`src/rtl/dualmem_line_reader_pkg.sv`:
```
// Shared types and constants for the dual-port memory line reader.
// The memory is organised as 512-bit lines with one enable per 32-bit lane.
package dualmem_line_reader_pkg;

   localparam int LINE_W   = 512;
   localparam int MEM_EN_W = 16;

   typedef enum logic [1:0] {
      ST_IDLE    = 2'd0,
      ST_ISSUE   = 2'd1,
      ST_CAPTURE = 2'd2,
      ST_DRAIN   = 2'd3
   } state_e;

endpackage : dualmem_line_reader_pkg

```
`src/rtl/dualmem_line_reader.sv`:
```
// Reads a run of consecutive 512-bit lines from port B of a dual-port memory
// and serialises each line into an AXI-Stream-like beat stream, LSBs first.
// Each line costs one issue cycle, one capture cycle and 512/OUT_W drain beats.
module dualmem_line_reader
   import dualmem_line_reader_pkg::*;
#(
   parameter int OUT_W  = 64,   // 32, 64 or 128
   parameter int ADDR_W = 9
) (
   input  logic                  clk_i,
   input  logic                  rst_ni,
   input  logic                  start_i,
   input  logic [ADDR_W-1:0]     base_addr_i,
   input  logic [ADDR_W:0]       num_lines_i,
   input  logic                  abort_i,
   output logic [MEM_EN_W-1:0]   mem_en_o,
   output logic [ADDR_W-1:0]     mem_addr_o,
   input  logic [LINE_W-1:0]     mem_rdata_i,
   output logic                  tvalid_o,
   input  logic                  tready_i,
   output logic [OUT_W-1:0]      tdata_o,
   output logic                  tlast_o,
   output logic                  busy_o,
   output logic                  done_o
);

   localparam int BEATS = LINE_W / OUT_W;
   localparam int IDX_W = $clog2(BEATS);

   localparam logic [IDX_W-1:0]  LAST_IDX    = IDX_W'(BEATS - 1);
   localparam logic [IDX_W-1:0]  PRELAST_IDX = IDX_W'(BEATS - 2);
   localparam logic [IDX_W-1:0]  IDX_ONE     = IDX_W'(1);
   localparam logic [ADDR_W-1:0] ADDR_ONE    = ADDR_W'(1);
   localparam logic [ADDR_W:0]   ONE_LINE    = (ADDR_W + 1)'(1);

   // A requested count of zero still moves one line.
   function automatic logic [ADDR_W:0] norm_count(input logic [ADDR_W:0] n);
      return (n == '0) ? ONE_LINE : n;
   endfunction

   state_e                  r_state;
   logic                    r_busy;
   logic                    r_mem_en;
   logic                    r_tvalid;
   logic                    r_tlast;
   logic [ADDR_W-1:0]       r_addr;
   logic [ADDR_W:0]         r_rem;
   logic [IDX_W-1:0]        r_idx;
   logic [LINE_W-1:0]       r_line_buf;

   logic                    w_accept;
   logic [BEATS-1:0][OUT_W-1:0] w_beats;

   // A beat moves only while the FSM is draining and the sink is ready.
   assign w_accept = r_tvalid & tready_i;

   // Beat 0 occupies the least-significant OUT_W bits of the line.
   assign w_beats  = r_line_buf;

   // Control FSM: owns state, counters and all registered handshake outputs.
   always_ff @(posedge clk_i or negedge rst_ni) begin
      if (!rst_ni) begin
         r_state  <= ST_IDLE;
         r_busy   <= 1'b0;
         r_mem_en <= 1'b0;
         r_tvalid <= 1'b0;
         r_tlast  <= 1'b0;
         r_addr   <= '0;
         r_rem    <= '0;
         r_idx    <= '0;
      end else begin
         case (r_state)
            ST_IDLE: begin
               // start wins over a simultaneous abort here
               if (start_i) begin
                  r_state  <= ST_ISSUE;
                  r_busy   <= 1'b1;
                  r_mem_en <= 1'b1;
                  r_addr   <= base_addr_i;
                  r_rem    <= norm_count(num_lines_i);
               end
            end

            ST_ISSUE: begin
               r_mem_en <= 1'b0;
               if (abort_i) begin
                  // the read already on the port is simply never captured
                  r_state <= ST_IDLE;
                  r_busy  <= 1'b0;
               end else begin
                  r_state <= ST_CAPTURE;
               end
            end

            ST_CAPTURE: begin
               if (abort_i) begin
                  r_state <= ST_IDLE;
                  r_busy  <= 1'b0;
               end else begin
                  r_state  <= ST_DRAIN;
                  r_tvalid <= 1'b1;
                  r_tlast  <= 1'b0;
                  r_idx    <= '0;
               end
            end

            ST_DRAIN: begin
               if (abort_i) begin
                  r_state  <= ST_IDLE;
                  r_busy   <= 1'b0;
                  r_tvalid <= 1'b0;
                  r_tlast  <= 1'b0;
               end else if (w_accept) begin
                  if (r_idx == LAST_IDX) begin
                     // line finished: step to the next line, wrapping the address
                     r_tvalid <= 1'b0;
                     r_tlast  <= 1'b0;
                     r_rem    <= r_rem - ONE_LINE;
                     r_addr   <= r_addr + ADDR_ONE;
                     if (r_rem > ONE_LINE) begin
                        r_state  <= ST_ISSUE;
                        r_mem_en <= 1'b1;
                     end else begin
                        r_state <= ST_IDLE;
                        r_busy  <= 1'b0;
                     end
                  end else begin
                     r_idx   <= r_idx + IDX_ONE;
                     // flag the next beat if it closes the final line
                     r_tlast <= (r_rem == ONE_LINE) && (r_idx == PRELAST_IDX);
                  end
               end
            end

            default: begin
               r_state  <= ST_IDLE;
               r_busy   <= 1'b0;
               r_mem_en <= 1'b0;
               r_tvalid <= 1'b0;
               r_tlast  <= 1'b0;
            end
         endcase
      end
   end

   // Line buffer: datapath only, captured the cycle after the read is issued.
   always_ff @(posedge clk_i) begin
      if (r_state == ST_CAPTURE) begin
         r_line_buf <= mem_rdata_i;
      end
   end

   assign mem_en_o   = {MEM_EN_W{r_mem_en}};
   assign mem_addr_o = r_addr;
   assign tvalid_o   = r_tvalid;
   assign tdata_o    = w_beats[r_idx];
   assign tlast_o    = r_tlast;
   assign busy_o     = r_busy;
   // completion coincides with acceptance of the very last beat
   assign done_o     = w_accept & r_tlast & ~abort_i;

endmodule : dualmem_line_reader

```
`config.mk`:
```
export PLATFORM = sky130hd
export DESIGN_NAME = dualmem_line_reader
export DESIGN_NICKNAME = d
export VERILOG_FILES = /design/src/rtl/dualmem_line_reader_pkg.sv /design/src/rtl/dualmem_line_reader.sv
export SDC_FILE = /design/constraint.sdc
export NUM_CORES = 1
export LEC_CHECK = 0
export ABC_CLOCK_PERIOD_IN_PS = 36900
export CAP_MARGIN = 30
export CORE_AREA = 2 2 247 249
export DETAILED_ROUTE_END_ITERATION = 12
export DIE_AREA = 0 0 249 251
export GPL_TIMING_DRIVEN = 0
export PLACE_DENSITY_LB_ADDON = 0.2
export RECOVER_POWER = 100
export SLEW_MARGIN = 20
export SYNTH_ARGS = -nofsm -noshare
export SYNTH_HDL_FRONTEND = slang
export SYNTH_SLANG_ARGS = --single-unit
```
`constraint.sdc`:
```
create_clock -name clk_i -period 36.9 [get_ports clk_i]
set_input_delay 9.225 -clock clk_i [delete_from_list [all_inputs] [get_ports clk_i]]
set_output_delay 9.225 -clock clk_i [all_outputs]
set_load 0.01 [all_outputs]
```
==> out/summary.txt <==
outcome: finished, violations left
failing checks: capacitance limit, slew limit
minimum clock period: 20.13 ns
H-tree levels: 2
Setup TNS: 0 ns
synth warn: 0
Rel. slew slack: -1.01
GP Congestion: 0.814
Num CTS Buffers: 58
largest net degree at the start of global routing: 59
unrepaired setup endpoints after global routing: false
# fillers: 4963
most numerous cell in the Yosys netlist: edfxtp_1
Detail Route Antenna Nets: 0
# rows: 90
Critical path buffers and inverters: 2
Critical Path, Cell by Cell: dlygate4sd3_1 > nand2_1 > nor3b_1 > dlygate4sd3_1
post-synth top area cell: edfxtp_1
core footprint: 0.0598 mm2
RR Endpoint: r_line_buf[153]
maximum fanout along the worst path: 6
io pins: 629
worst slew pin tran: 3.01 ns
CP max stage delay: 0.69 ns
Cells on Worst Hold Path: 2
hpwl dp: 46.2 mm
Synth Area in Simple Gates: 0.0247
post-layout util: 0.507
vias in the first global route: 13200
Finished Cell Area: 0.0303 mm2
maxcap violations: 12
Seq cells post-synth: 540
CTS tree: yes
synth top area cells: edfxtp_1 73%, mux4_2 14%, mux2_2 3.5%
Final WS setup: 16.77 ns
vertical die dimension: 251 um
hold_ws: 0.515 ns
total number of vias: 12300
area share of fa/ha/maj cells after synthesis: 0.00592
mapped cell area: 0.0211 mm2
nets: 2222
R2R Path Start: r_state[0]
Post-CTS Setup Bufs: 0
layout cells sized above 1: 0.180
Slew Viols, Final: 567
total global-route track usage: 0.191
Starting Density: 0.353
Routed WL: 60.9 mm
Seq/Total Area, Yosys: 0.761
placed inst area: 0.0287 mm2
Post-synth EDFFs: 512
XOR/XNOR share of the synthesized area: 0
placed insts: 2397
cell count after synthesis: 974
hold_sp: tlast_o
DR vias/cell: 4.85
worst-path cell with the longest stage delay: dlygate4sd3_1
area share of the largest cell type after synthesis: 0.728
P_leak: 10.0 nW
worst setup path category: in -> out
Async SR Flop Fraction: 0.0519
Data arrival, critical path: 10.90 ns
HP Class: reg -> reg
hold endpoint: tlast_o
DIE AREA: 0.0625 mm2
Max Buffers Root-to-Sink: 3
Unique masters post-synth: 54
total power: 1.82 mW
worst slack, placed: 16.93 ns
Setup crit start kind: input port
DR DRC count: 0
path depth of the worst reg2reg path: 6
fmax: 0.0497 GHz
Worst Setup End Kind: primary output
Syn Area/Cell: 21.7 um2
DRT Pass-1 Iters: 5
# port buffers: 628
syn nets: 1520
fin crit share: 0.545
combinational family with the most area after synthesis: multiplexers
initial DRC count: 674
Final setup violation count: 0
Die Wd: 249 um
Sink Count: 540
Clock Latency Late Sink: 0.61 ns
antenna violations before repair: 67
Worst EP required: 27.67 ns
Synth Flop Type: edfxtp_1
delay-heaviest family, CP: buffers and inverters
Reg2Reg Setup Slack: 27.16 ns
Post-synth top cells: 512 x edfxtp_1, 128 x mux4_2, 65 x mux2_2
Cell Pwr Density: 60.0 mW/mm2
Most common cell on crit path: dlygate4sd3_1
Hold Vio Cnt, Final: 0
post-synthesis mux area share: 0.172
Peak VDD IR: 0.0431 mV
# hold bufs at CTS: 0
Worst-path clk slew: 0.06 ns
first-pass GRT wire length: 86.5 mm
Fin Clk Skew: 0.0143 ns
DR WL/cell: 24.0 um
grt ovf: 0
Non-Filler Instances: 2541
CTS root buf: clkbuf_16
Post-CTS Resized: 0
Synth Area in Compound Gates: 0.0194
synthesis-to-layout area growth: 43.5%
[worst reg2reg max path, delay by kind of cell (launching register included)]
| kind | cells | cell delay, ns |
|---|---|---|
| buffers and inverters | 5 | 7.65 |
| flip-flops | 1 | 0.41 |
| adder cells (fa/ha/maj) | 1 | 1.22 |
[kinds of logic after synthesis]
logic type / Yosys count
adders and majority gates: 10
DFF: 540
muxes: 196
and+or+nand+nor: 97
AOI/OAI and AO/OA: 61
buffers and inverters: 70
[state kept, by name (all words and copies together) (netlist names)]
signal and count:
tlast_o 1, r_idx 3, mem_addr_o 9, r_state 2, busy_o 1, r_rem 10, tvalid_o 1, r_mem_en 1
r_line_buf 512
[power breakdown]
group          switching, mW  total, mW  internal (mW)
logic                  0.218      0.433          0.215
registers             0.0341      0.831          0.797
clock network          0.239      0.557          0.318
[layout by cell type, fill, tap and decap left out, types with 3 or more instances in the layout]
cell type / instances
a2bb2oi_1: 4
diode_2: 34
clkbuf_4: 16
buf_2: 15
clkbuf_1: 63
clkinv_1: 10
o211ai_1: 4
nor2_1: 12
ha_1: 10
clkdlybuf4s50_1: 42
nor3_1: 10
dlygate4sd3_1: 585
o22ai_1: 5
clkbuf_16: 59
mux4_2: 128
nand2b_1: 5
o21ai_0: 17
a22oi_1: 4
edfxtp_1: 512
mux2i_1: 3
nor4_1: 4
or4_1: 3
and3_1: 3
bufinv_16: 3
dfrtp_1: 28
inv_6: 3
a21oi_1: 12
inv_1: 7
nand3_1: 14
nand2_1: 25
nor2b_1: 3
mux2_2: 63
clkinv_2: 10
[per-layer routing]
layer	part of all wire	up-vias	wire length, um	track usage
met2	0.52	496	31700	0.338
li1	-	5520	-	-
met1	0.36	6140	22200	0.214
met5	0.0043	-	262	0
met4	0.023	40	1390	0.0594
met3	0.089	138	5400	0.0726
[how the worst max path moves through the flow]
stage                     slack [ns]     end  depth (start not counted)      from
after floorplan                17.95  done_o                          2   abort_i
after global placement         16.97  done_o                          4  tready_i
after detailed placement       16.93  done_o                          4  tready_i
after CTS                      16.91  done_o                          4  tready_i
after global routing           16.72  done_o                          4   abort_i
final                          16.77  done_o                          4  tready_i
[cell type report]
cell class | count | area (um2) | share of cell area
Tap cell | 782 | 978 | 0.0323
Buffer | 63 | 319 | 0.0105
Timing Repair Buffer | 642 | 6340 | 0.209
Sequential cell | 540 | 16100 | 0.530
Inverter | 7 | 26.3 | 0.000866
Clock inverter | 29 | 240 | 0.00792
Multi-Input combinational cell | 364 | 4700 | 0.155
Clock buffer | 80 | 1570 | 0.0516
Antenna cell | 34 | 85.1 | 0.00281
(Power assumes the default switching activity.)
==> RTL edit, RTL diff (same flow settings) <==
Re-encode `state_e` (4 states) as one-hot, 4 bits wide.
--- a/src/rtl/dualmem_line_reader_pkg.sv
+++ b/src/rtl/dualmem_line_reader_pkg.sv
@@ -5,11 +5,11 @@
    localparam int LINE_W   = 512;
    localparam int MEM_EN_W = 16;
 
-   typedef enum logic [1:0] {
-      ST_IDLE    = 2'd0,
-      ST_ISSUE   = 2'd1,
-      ST_CAPTURE = 2'd2,
-      ST_DRAIN   = 2'd3
+   typedef enum logic [3:0] {
+      ST_IDLE    = 4'b0001,
+      ST_ISSUE   = 4'b0010,
+      ST_CAPTURE = 4'b0100,
+      ST_DRAIN   = 4'b1000
    } state_e;
 
 endpackage : dualmem_line_reader_pkg
Check against the original RTL: no difference found for any inputs over 4 cycles, from zero or initial values and one cycle with rst_ni low; so few cycles prove little.
==> RTL edit against the unedited design <==
The flow still finishes with violations (max-capacitance violations, max-slew violations). Final cell count increased by 0.35%. Count of clock-buffer cells in the layout decreased by 12. Die area unchanged. Hold slack improved by 29 ps. First-iteration DRC count increased by 20%. Sequential cell count increased by 2. Synthesized area increased by 0.21%. Largest cell class unchanged. Setup slack got worse by 67 ps. Cell area increased by 0.57%. Global-route usage decreased by 0.14 points. Routed wire length decreased by 1.2%.
Power is not compared: it rests on default switching activity, and its combinational part moved more than twofold at a synthesized area within 25%.
==> RTL edit: results (changes against the unedited design) <==
** STA
- The highest clock frequency the design can meet came to 49.5 MHz (-0.33%).
- Worst-case hold slack :: 545 ps (+29.5 ps)
- Clock skew :: 18.5 ps (+4.26 ps)
- Worst slew margin :: -1.18 (-0.166)
- The final number of max-transition violations is 502 (-11%).

** Place
- Gp weighted congestion :: 0.862 (+6.0%)
- The count of placed standard cells including taps was 2410 (+0.54%).
- Instance area after placement :: 28800 um2 (+0.34%)
- DP Wirelength :: 45400 um (-1.9%)

** Setup path
- Destination of the worst register-to-register timing path :: r_line_buf[467]$_DFFE_PP_
- Arrival time at the worst endpoint :: 10970 ps (+70 ps)
- On the critical path, the stage with the largest delay is an instance of dlygate4sd3_1.
- Register-to-register path setup slack :: 27730 ps (+570 ps)
- Crit path largest cell delay :: 660 ps (-30 ps)
- In this run the critical register-to-register path is launched from r_state[1]$_DFFE_PN0P_.
- The worst-case reg-to-reg path depth came to 6 (unchanged).
- Top Family by Delay on Critical Path :: buffers and inverters
- Origin of the worst setup path :: abort_i

** Run status
- Run status :: finished with violations
- Failing checks :: max-capacitance violations, max-slew violations

** Yosys
- The mean instance size in the synthesized netlist is 21.5 um2 (-0.70%).
- The net count of the mapped netlist came to 1525 (+0.33%).
- By area the synthesized netlist is led by edfxtp_1, mux4_2, dfrtp_1.
- The share of the yosys chip area belonging to registers was 0.761 (+0.000804).
- Async set or reset register ratio after synthesis :: 0.0554 (+0.00350)
- Ranked by instance count, the synthesized netlist is headed by edfxtp_1, mux4_2, mux2_2.

** Worst hold path
- The worst hold path begins at mem_addr_o[0]$_DFFE_PN0P_.
- The number of stages on the worst hold path was 1 (-1).

** GRT
- The via count of the first global-routing pass was 13.3k (+0.85%).
- The pin count of the biggest net entering global routing is 61 (+3.4%).
- The total routing usage reported by global routing is 0.190 (-0.00139).

** Drt
- Routed WL :: 60200 um (-1.2%)
- The number of design-rule violations left by the first detailed-router iteration is 810 (+20%).
- Number of vias after detailed routing :: 12.4k (+0.26%)

** Cells and area
- Number of nets in the finished design :: 2230 (+0.36%)
- Multi-input combinational cell area :: 4670 um2 (-0.67%)
- Count of placed standard cells in the final layout, fillers left out :: 2550 (+0.35%)

** Flow run
- Count of max-cap constraint violations :: 9 (-3)
## RTL edit: cell type report
class	count	share of cell area
multi-input combinational	368	0.153
antenna	36	0.00295
inverter	8	0.000984
tap	782	0.0321
clock inverter	36	0.0122
buffer	65	0.0105
sequential	542	0.529
timing repair buffer	645	0.210
clock buffer	68	0.0495
## RTL edit: layer usage
metal	vias up	GRT usage	wire, um
met5	-	0	167
met4	26	0.0663	1690
met3	136	0.0590	4710
met2	517	0.335	31500
met1	6144	0.218	22100
li1	5543	-	-
## RTL edit: cells by family after synthesis
family	synth area share
XOR/XNOR	0.000414
AO/OA/AOI/OAI	0.0224
multiplexers	0.172
flip-flops	0.761
AND/OR/NAND/NOR	0.0226
buffers and inverters	0.0180
adder cells (fa/ha/maj)	0.00354
